**config.mk**
```make
export PLATFORM = sky130hd
export DESIGN_NAME = datapath_tr_multiciclo
export DESIGN_NICKNAME = d
export VERILOG_FILES = /design/src/rtl/datapath_tr_multiciclo.sv
export SDC_FILE = /design/constraint.sdc
export NUM_CORES = 2
export LEC_CHECK = 0
export BUFFER_PORTS_ARGS = -buffer_cell sky130_fd_sc_hd__buf_2
export CAP_MARGIN = 30
export CORE_MARGIN = 8
export CORE_UTILIZATION = 40
export DETAILED_ROUTE_END_ITERATION = 8
export PLACE_DENSITY = 0.63
export SLEW_MARGIN = 20
export SYNTH_ARGS = -nofsm -noshare
export SYNTH_HDL_FRONTEND = slang
export SYNTH_SLANG_ARGS = --single-unit
```
**constraint.sdc**
```tcl
create_clock -name clk -period 6 [get_ports clk]
set_input_delay 0.3 -clock clk [delete_from_list [all_inputs] [get_ports clk]]
set_output_delay 0.3 -clock clk [all_outputs]
set_load 0.01 [all_outputs]
```
**src/rtl/datapath_tr_multiciclo.sv**
```systemverilog
// datapath_tr_multiciclo
//   Multi-cycle TR datapath. Accepts one MIPS-format instruction at a time
//   over a valid/ready handshake. It executes R-type add/sub/and/or/slt, lw
//   and sw against an internal register bank and data RAM. The FSM walks
//   IDLE -> DEC -> EXE -> MEM -> WB. An illegal instruction leaves from DEC,
//   and sw leaves from MEM.
//
// Ports
//   clk       rising-edge clock
//   rst       synchronous, active-high reset
//   TR        instruction word (opcode/rs/rt/rd/funct/imm)
//   tr_valid  TR is valid
//   tr_ready  block can accept an instruction (IDLE only)
//   done      one-cycle pulse when an instruction retires
//   illegal   one-cycle pulse with done for an unsupported opcode/funct
//   TR_ZF     zero flag of the last ALU result
//   result    last ALU result (registered)
//   dbg_addr  debug register index (wraps modulo REG_COUNT)
//   dbg_data  combinational read of register dbg_addr
module datapath_tr_multiciclo #(
    parameter int unsigned DATA_W    = 32,
    parameter int unsigned REG_COUNT = 32,
    parameter int unsigned MEM_DEPTH = 64
) (
    input  logic              clk,
    input  logic              rst,
    input  logic [31:0]       TR,
    input  logic              tr_valid,
    output logic              tr_ready,
    output logic              done,
    output logic              illegal,
    output logic              TR_ZF,
    output logic [DATA_W-1:0] result,
    input  logic [4:0]        dbg_addr,
    output logic [DATA_W-1:0] dbg_data
);

    localparam int unsigned RW = (REG_COUNT > 1) ? $clog2(REG_COUNT) : 1;
    localparam int unsigned AW = (MEM_DEPTH > 1) ? $clog2(MEM_DEPTH) : 1;

    localparam logic [5:0] OP_RTYPE = 6'h00;
    localparam logic [5:0] OP_LW    = 6'h23;
    localparam logic [5:0] OP_SW    = 6'h2B;
    localparam logic [5:0] FN_ADD   = 6'h20;
    localparam logic [5:0] FN_SUB   = 6'h22;
    localparam logic [5:0] FN_AND   = 6'h24;
    localparam logic [5:0] FN_OR    = 6'h25;
    localparam logic [5:0] FN_SLT   = 6'h2A;

    typedef enum logic [2:0] {
        S_IDLE,
        S_DEC,
        S_EXE,
        S_MEM,
        S_WB
    } state_t;

    state_t            r_state;
    state_t            w_next;

    logic [31:0]       r_tr;
    logic [DATA_W-1:0] r_a;
    logic [DATA_W-1:0] r_b;
    logic [DATA_W-1:0] r_result;
    logic              r_zf;
    logic [DATA_W-1:0] r_load;
    logic [DATA_W-1:0] r_regs [REG_COUNT];
    logic [DATA_W-1:0] r_ram  [MEM_DEPTH];

    logic [5:0]        w_op;
    logic [5:0]        w_fn;
    logic [RW-1:0]     w_rs;
    logic [RW-1:0]     w_rt;
    logic [RW-1:0]     w_rd;
    logic [DATA_W-1:0] w_imm;
    logic              w_is_r;
    logic              w_is_lw;
    logic              w_is_sw;
    logic              w_illegal;
    logic [DATA_W-1:0] w_alu;
    logic [AW-1:0]     w_addr;
    logic [RW-1:0]     w_wb_idx;
    logic [DATA_W-1:0] w_wb_data;
    logic              w_accept;
    logic              w_ram_we;
    logic              w_load_en;
    logic              w_reg_we;

    // ---------------- decode (from the latched instruction) ----------------
    assign w_op    = r_tr[31:26];
    assign w_fn    = r_tr[5:0];
    assign w_rs    = r_tr[21 +: RW];
    assign w_rt    = r_tr[16 +: RW];
    assign w_rd    = r_tr[11 +: RW];
    assign w_imm   = DATA_W'($signed(r_tr[15:0]));
    assign w_is_lw = (w_op == OP_LW);
    assign w_is_sw = (w_op == OP_SW);

    always_comb begin
        w_is_r = 1'b0;
        if (w_op == OP_RTYPE) begin
            case (w_fn)
                FN_ADD, FN_SUB, FN_AND, FN_OR, FN_SLT: w_is_r = 1'b1;
                default:                               w_is_r = 1'b0;
            endcase
        end
    end

    assign w_illegal = !(w_is_r || w_is_lw || w_is_sw);

    // ---------------- ALU ----------------
    // lw/sw use the same adder for the effective address.
    always_comb begin
        w_alu = r_a + w_imm;
        if (w_is_r) begin
            case (w_fn)
                FN_SUB:  w_alu = r_a - r_b;
                FN_AND:  w_alu = r_a & r_b;
                FN_OR:   w_alu = r_a | r_b;
                FN_SLT:  w_alu = DATA_W'($signed(r_a) < $signed(r_b));
                default: w_alu = r_a + r_b;
            endcase
        end
    end

    assign w_addr    = r_result[AW-1:0];
    assign w_wb_idx  = w_is_lw ? w_rt : w_rd;
    assign w_wb_data = w_is_lw ? r_load : r_result;
    assign w_accept  = tr_ready && tr_valid;

    // ---------------- FSM: state register ----------------
    always_ff @(posedge clk) begin
        if (rst) begin
            r_state <= S_IDLE;
        end else begin
            r_state <= w_next;
        end
    end

    // ---------------- FSM: next state ----------------
    always_comb begin
        w_next = r_state;
        case (r_state)
            S_IDLE:  if (tr_valid) w_next = S_DEC;
            S_DEC:   w_next = w_illegal ? S_IDLE : S_EXE;
            S_EXE:   w_next = S_MEM;
            S_MEM:   w_next = w_is_sw ? S_IDLE : S_WB;
            S_WB:    w_next = S_IDLE;
            default: w_next = S_IDLE;
        endcase
    end

    // ---------------- FSM: outputs ----------------
    // Everything is masked while rst is high, so an instruction that is
    // abandoned by reset neither retires nor commits a write.
    always_comb begin
        tr_ready  = 1'b0;
        done      = 1'b0;
        illegal   = 1'b0;
        w_ram_we  = 1'b0;
        w_load_en = 1'b0;
        w_reg_we  = 1'b0;
        if (!rst) begin
            case (r_state)
                S_IDLE: tr_ready = 1'b1;
                S_DEC: begin
                    if (w_illegal) begin
                        done    = 1'b1;
                        illegal = 1'b1;
                    end
                end
                S_MEM: begin
                    w_load_en = w_is_lw;
                    if (w_is_sw) begin
                        w_ram_we = 1'b1;
                        done     = 1'b1;
                    end
                end
                S_WB: begin
                    w_reg_we = 1'b1;
                    done     = 1'b1;
                end
                default: ;
            endcase
        end
    end

    // ---------------- datapath registers ----------------
    always_ff @(posedge clk) begin
        if (rst) begin
            r_tr     <= '0;
            r_a      <= '0;
            r_b      <= '0;
            r_result <= '0;
            r_zf     <= 1'b0;
        end else begin
            if (w_accept) begin
                r_tr <= TR;
            end
            if (r_state == S_DEC) begin
                r_a <= r_regs[w_rs];
                r_b <= r_regs[w_rt];
            end
            if (r_state == S_EXE) begin
                r_result <= w_alu;
                r_zf     <= (w_alu == '0);
            end
        end
    end

    // ---------------- register bank ----------------
    // Entry 0 is cleared by reset and never written, so it always reads 0.
    always_ff @(posedge clk) begin
        if (rst) begin
            for (int unsigned i = 0; i < REG_COUNT; i++) begin
                r_regs[i] <= '0;
            end
        end else if (w_reg_we && (w_wb_idx != '0)) begin
            r_regs[w_wb_idx] <= w_wb_data;
        end
    end

    // ---------------- data RAM (not reset) ----------------
    always_ff @(posedge clk) begin
        if (w_ram_we) begin
            r_ram[w_addr] <= r_b;
        end
        if (w_load_en) begin
            r_load <= r_ram[w_addr];
        end
    end

    assign TR_ZF    = r_zf;
    assign result   = r_result;
    assign dbg_data = r_regs[dbg_addr[RW-1:0]];

endmodule

```
Word-level counts from Yosys, hierarchy flattened
Memory sizes are Yosys's and may differ from the RTL's. A register that Yosys moved wholly into a read port is not among the register bits.
Index checks and enable logic that the tools add are counted.
{"block": "totals", "in_bits": 40, "elab_cells": 68, "reg_bits": 68, "n_memories": 2, "output_inout_bits": 68, "mem_bits_rw": 3072}
{"block": "classes", "bitwise_logic": 2, "n_mux": 34, "n_lt_le_gt_ge": 1, "n_eq_ne": 12, "reduce_logical": 10, "add_sub_neg": 3}
{"memory": "r_ram", "depth": 64, "word_bits": 32, "read_ports": 1, "rd_clocked_by_memory_dff": 1, "write_ports": 1, "line_no": "68", "source": "logic [DATA_W-1:0] r_ram [MEM_DEPTH];"}
{"memory": "r_regs", "depth": 32, "word_bits": 32, "read_ports": 3, "rd_clocked_by_memory_dff": 2, "write_ports": 32, "line_no": "67", "source": "logic [DATA_W-1:0] r_regs [REG_COUNT];"}
{"cell": "$pmux W32 S4", "count": 1}
{"cell": "$mux W32", "count": 3}
{"cell": "$add A32 B32 Y32", "count": 2}
{"cell": "$eq A6 B6 Y1 const B", "count": 7}
{"cell": "$and A32 B32 Y32", "count": 1}
{"cell": "$logic_not A32 Y1", "count": 1}
{"cell": "$lt A32 B32 Y1", "count": 1}
{"cell": "$or A32 B32 Y32", "count": 1}
{"cell": "$reduce_or A32 Y1", "count": 1}
{"cell": "$sub A32 B32 Y32", "count": 1}
{"cell": "$mux W1", "count": 23}
{"cell": "$pmux W3 S4", "count": 1}
{"cell": "$mux W5", "count": 2}
{"cell": "$eq A3 B2 Y1 const B", "count": 2}
{"cell": "$logic_not A6 Y1", "count": 1}
{"cell": "$mux W3", "count": 2}
{"cell": "$reduce_bool A5 Y1", "count": 1}
{"cell": "$reduce_or A5 Y1", "count": 1}
{"cell": "$eq A3 B1 Y1 const B", "count": 1}
{"cell": "$eq A3 B3 Y1 const B", "count": 1}
{"cell": "$logic_not A3 Y1", "count": 1}
{"cell": "$pmux W1 S3", "count": 1}
{"cell": "$logic_and A1 B1 Y1", "count": 2}
{"cell": "$logic_or A1 B1 Y1", "count": 2}
{"cell": "other kinds (2)", "count": 2}

Longest topological paths before layout
{"block": "logic_depth", "word_depth": 9, "depth_mapped": 14, "ltp_nobuf": 14}

Worst setup path before layout
OpenSTA, ideal clock, no wires.
{"block": "synth_timing", "path_kind": "register to register", "startpoint": "register r_b[13], read port of r_regs", "endpoint": "register r_zf, in the netlist TR_ZF", "slack_ns": 1.969, "setup_time_ns": 0.084, "path_buffers": 1, "t_arrival_ns": 3.947, "t_required_ns": 5.916, "period_less_slack_ns": 4.031, "path_stages_with_launch": 15, "path_cell_list": "dfxtp_1 inv_1 ha_1 buf_2 or4_1 nand2b_1 a21oi_1 nor3_1 xnor2_1 a221oi_1 o211ai_1 a2111oi_2 nor4b_2 nand4_1 o31ai_2"}
{"block": "synth_between", "elab_chain_len": 4, "word_cells_on_any_way": 8, "classes_between": "add/sub: 2; order compare: 1; mux: 2; bitwise: 2; reduce/logical: 1"}
{"element": "start, declared", "line_no": "63", "source": "logic [DATA_W-1:0] r_b;"}
{"element": "$add A32 B32 Y32, or another cell as far along", "line_no": "121", "source": "default: w_alu = r_a + r_b;"}
{"element": "$pmux W32 S4 (*)", "line_no": "116", "source": "case (w_fn)"}
{"element": "$mux W32 (*)", "line_no": "115", "source": "if (w_is_r) begin"}
{"element": "$logic_not A32 Y1 (*)", "line_no": "206", "source": "r_zf <= (w_alu == '0);"}
{"element": "end signal, assigned", "line_no": "206"}
{"element": "end, declared", "line_no": "65", "source": "logic r_zf;"}
Every way passes the cells marked *; elsewhere a longest branch is shown, timed or not.
A chain may end at the register's enable or synchronous reset.

==> results by stage <==
Floorplanning:
- Measured along the y axis, the die boundary spans 620 µm.
- The number of I/O pins is 108.
- The die covers 0.384 mm².
- The cell row count is 221.
- Once the floorplan was initialized, standard cells occupied 40.2% of the core.
- The core area is 0.363 mm².
- In this run the horizontal extent of the chip is 620 µm.

Clock network:
- In this run, CTS created clock tree buffers numbering 335.
- The TritonCTS clock tree is done.
- The clock edge transition at the registers on the reported setup and hold paths is 0.06 ns.
- CTS placed an instance of sky130_fd_sc_hd__clkbuf_16 at the clock tree root.
- In this run the deepest clock path goes through 4 buffers.
- The number of clock sinks seen by CTS is 3236.
- CTS built an H-tree with a depth of 5.
- For the worst-skew pair, the clock arrives at the later sink with an insertion delay of 0.97 ns.
- The number of gates resized after CTS was 0.

Critical path:
- The critical path class is reg -> reg.
- The critical path contains buffers and inverters numbering 2 combined.
- The signal on the critical path passes through nand3_1, nor3_1, nand2b_4, mux2i_1, nor3b_1, nand2_2, buf_4, nand2b_2, buf_4.
- The maximum fanout along the worst path is 33.
- The sort of element at the end of the critical path is a register.
- The worst endpoint required time is 6.59 ns.
- Counting stages on the worst path, the most repeated cell is sky130_fd_sc_hd__buf_4.
- For this run, the slowest stage of the critical path takes 0.82 ns.
- The cell family contributing the most delay on the critical path is simple AND/OR/NAND/NOR gates.
- The worst setup path is launched from a register.
- The largest individual stage delay along the critical path comes from the cell sky130_fd_sc_hd__nand2b_2.
- The critical path arrival is 5.21 ns.

Yosys:
- The post-synthesis area per instance is 16.0 µm².
- For this run, the leading register cell type out of synthesis is sky130_fd_sc_hd__edfxtp_1.
- The netlist uses 107 different library cells.
- The number of flops mapped to enable cells by yosys is 3104.
- The cell area that synthesis handed to floorplanning was 0.146 mm².
- The number of cells produced by synthesis is 9093.
- The share of async-settable or async-resettable flops after synthesis is 0%.
- Sequential cells were found to cover 65.7% of the synthesized design area.
- The Yosys step of the flow raised 0 warnings.
- The number of register bits inferred by synthesis is 3236.

Job:
- Across the run, the number of max-cap violations was 0.

Placed design:
- At the end of routability-driven placement, the weighted congestion stood at 0.938.
- The sum of net half-perimeters after detailed placement is 327000 µm.
- At the placement stage, the worst setup path has a slack of 1.52 ns.
- Port buffering added 107 buffers.

Detailed routing:
- Dividing the detail-routed via count by the number of cells gives 6.63.
- The routed length per placed instance is 37.0 µm.
- The routed wire length is 531000 µm.
- The remaining antenna violation count after routing is 0.
- The detailed router placed 95100 vias in this run.
- For this run, the detailed router's first-pass iteration total came to 9.
- The number of violations reported at the end of detailed-routing iteration 0 is 15000.
- For this run, design rule violations remaining after detail routing come to 0.

Pwr:
- The reported leakage power is 51.9 nW.
- The combinational group share of total power is 7.9%.
- Power spread over the standard cell area amounts to 301 mW/mm².
- The switching part of the total is 23.6%.
- The clock network accounts for 41.2% of the total power.
- The internal power of the cells totals 38.2 mW.
- Summed over all nets, the switching power comes to 11.8 mW.
- The worst voltage drop across the vdd grid is 0.316 mV.
- The sequential power share is 50.9%.

Layout:
- Leaving out fill and tap cells, the most frequent cell in the layout is sky130_fd_sc_hd__edfxtp_1.
- The filler cells instantiated in the layout total 30800.
- Of the cells placed in the final design, the portion with a size suffix greater than 1 is 24.0%.
- Compared with the post-synthesis result, the final layout area differs by 14.1%.
- The net count of the finished layout is 9458.
- Leaving out fill and tap cells, the most frequent cells in the layout are 3104 x sky130_fd_sc_hd__edfxtp_1, 1186 x sky130_fd_sc_hd__nor2_1, 960 x sky130_fd_sc_hd__mux4_2.
- Once layout is complete, the utilization of the core stands at 45.9%.

STA:
- Setup repair after global routing left no endpoint under its margin.
- The transition time at the pin with the least slew margin is 1.17 ns.
- The setup total negative slack is 0 ns.
- The tightest hold margin is 0.356 ns.
- The final number of max-transition violations is 0.
- In this run the tightest slew margin relative to its limit is 19.9%.
- After layout, the worst setup slack is 1.38 ns.
- The number of failing hold endpoints at the final stage is 0.
- Setup violations remaining at the end of the flow were counted as 0.
- For the final database, setup skew stands at 0.0911 ns.
- The final critical path takes up 77.0% of the cycle.
- The achievable clock frequency is 216 MHz.
- Subtracting the final worst setup slack from the clock period gives 4.62 ns.

Worst hold path:
- In this run the worst hold path is classified as in -> reg.

GRT:
- The first global-routing pass estimated 732000 µm of wire.
- The number of global-route vias before repair was 91800.
- The number of antenna violations at the first check in global routing is 25.
- The all-layer global routing usage is 26.8%.
- The total overflow reported by the global router is 0.
- The largest net degree at the start of global routing is 130.

Run status:
- The run finished with clean final reports.
==> metrics by stage <==
stage | std cells | instance area, µm² | power, mW
detailed placement | 13700 | 155000 | 29.8
CTS | 14300 | 166000 | 50.0
finish | 14400 | 166000 | 50.0
global route | 14300 | 166000 | 51.1
global placement | 13600 | 154000 | 29.7
floorplan | 9124 | 146000 | 28.1
==> layer usage <==
metal | wire length, µm | share of wire (%) | track usage [%]
met1 | 189000 | 36 | 34.4
met2 | 245000 | 46 | 42.1
met3 | 64000 | 12 | 6.84
met4 | 32500 | 6.1 | 13.8
met5 | 303 | 0.057 | 0
==> worst min-delay path, stage by stage <==
cell	delay, ns
sky130_fd_sc_hd__dlygate4sd3_1	0.51
sky130_fd_sc_hd__buf_2	0.09
sky130_fd_sc_hd__nand2_1	0.14
sky130_fd_sc_hd__a21oi_1	0.16
==> power groups by stage <==
stage          logic (mW)  clock network [mW]  registers, mW
6_report             3.96                20.6           25.5
5_1_grt              4.11                21.5           25.5
4_1_cts              3.89                20.7           25.5
3_5_place_dp         3.84                   0           25.9
3_3_place_gp         3.78                   0           25.9
2_1_floorplan        2.16                   0           25.9
==> kinds of logic (layout without fill, tap and decap cells) <==
group	Yosys count	in the layout	share of synthesized area (%)
AOI/OAI and AO/OA	1843	1843	9.25
xor gates and xnor gates	49	49	0.294
adders and majority gates	130	130	1.13
buffers and inverters	892	1320	2.38
DFF	3236	3236	65.7
muxes	1101	1101	15.8
other	1	43	0.00257
and+or+nand+nor	1841	1841	5.36
==> what timing repair did <==
action / 4_1_cts / 5_1_grt
hold buffers: 61 / 0
hold endpoints to repair: 72 / 0
buffers inserted: 0 / 0
==> flip-flops by register name, indices dropped and copies added (netlist names) <==
signal,flops
r_regs,1024
r_a,32
r_b,32
r_ram,2048
TR_ZF,1
r_state,3
r_tr,32
r_load,32
result,32
==> final cells by class <==
type | count | area (µm²) | share of cell area (%)
Clock buffer | 414 | 8900 | 5.35
Tap cell | 4794 | 6000 | 3.60
Inverter | 104 | 390 | 0.235
Sequential cell | 3236 | 95900 | 57.6
Clock inverter | 187 | 1670 | 1.01
Multi-Input combinational cell | 4996 | 47800 | 28.7
Timing Repair Buffer | 615 | 5650 | 3.39
Antenna cell | 11 | 27.5 | 0.0165
==> synthesized netlist by cell type, drive strengths merged (8+ instances only) <==
cell type	number	share of area, %
o21ai	71	0.25
nor3	30	0.10
nand3	68	0.23
a22oi	635	3.3
or3	8	0.034
a31oi	202	0.87
and3	10	0.044
a211oi	97	0.51
xnor2	41	0.25
and2	12	0.052
dfxtp	132	1.8
o211ai	17	0.088
mux4	960	15
nand2	232	0.60
a2111oi	8	0.058
buf	155	0.43
o31ai	18	0.10
nor4	43	0.20
ha	127	1.1
o21bai	11	0.057
edfxtp	3104	64
nor2	1255	3.2
xor2	8	0.048
a22o	198	1.2
clkbuf	631	1.7
a21oi	251	0.86
o221ai	10	0.060
nor3b	17	0.094
o22ai	9	0.043
inv	104	0.27
nand4	70	0.30
nor2b	17	0.073
mux2i	106	0.73
o21a	12	0.063
nand2b	42	0.18
mux2	35	0.27
a221oi	214	1.3
a21o	25	0.13
==> worst paths after layout <==
kind | from | endpoint | slack, ns | cells past startpoint
max reg2reg | r_tr[27]$_SDFFE_PP0P_ | r_regs[10][3]$_SDFFCE_PN0P_ | 1.38 | 9
max | r_tr[27]$_SDFFE_PP0P_ | r_regs[10][3]$_SDFFCE_PN0P_ | 1.38 | 9
min | TR[11] | r_tr[11]$_SDFFE_PP0P_ | 0.36 | 4
min reg2reg | result[12]$_SDFFE_PP0P_ | result[12]$_SDFFE_PP0P_ | 0.51 | 2
Note: power is estimated with default switching activity, not from simulation.
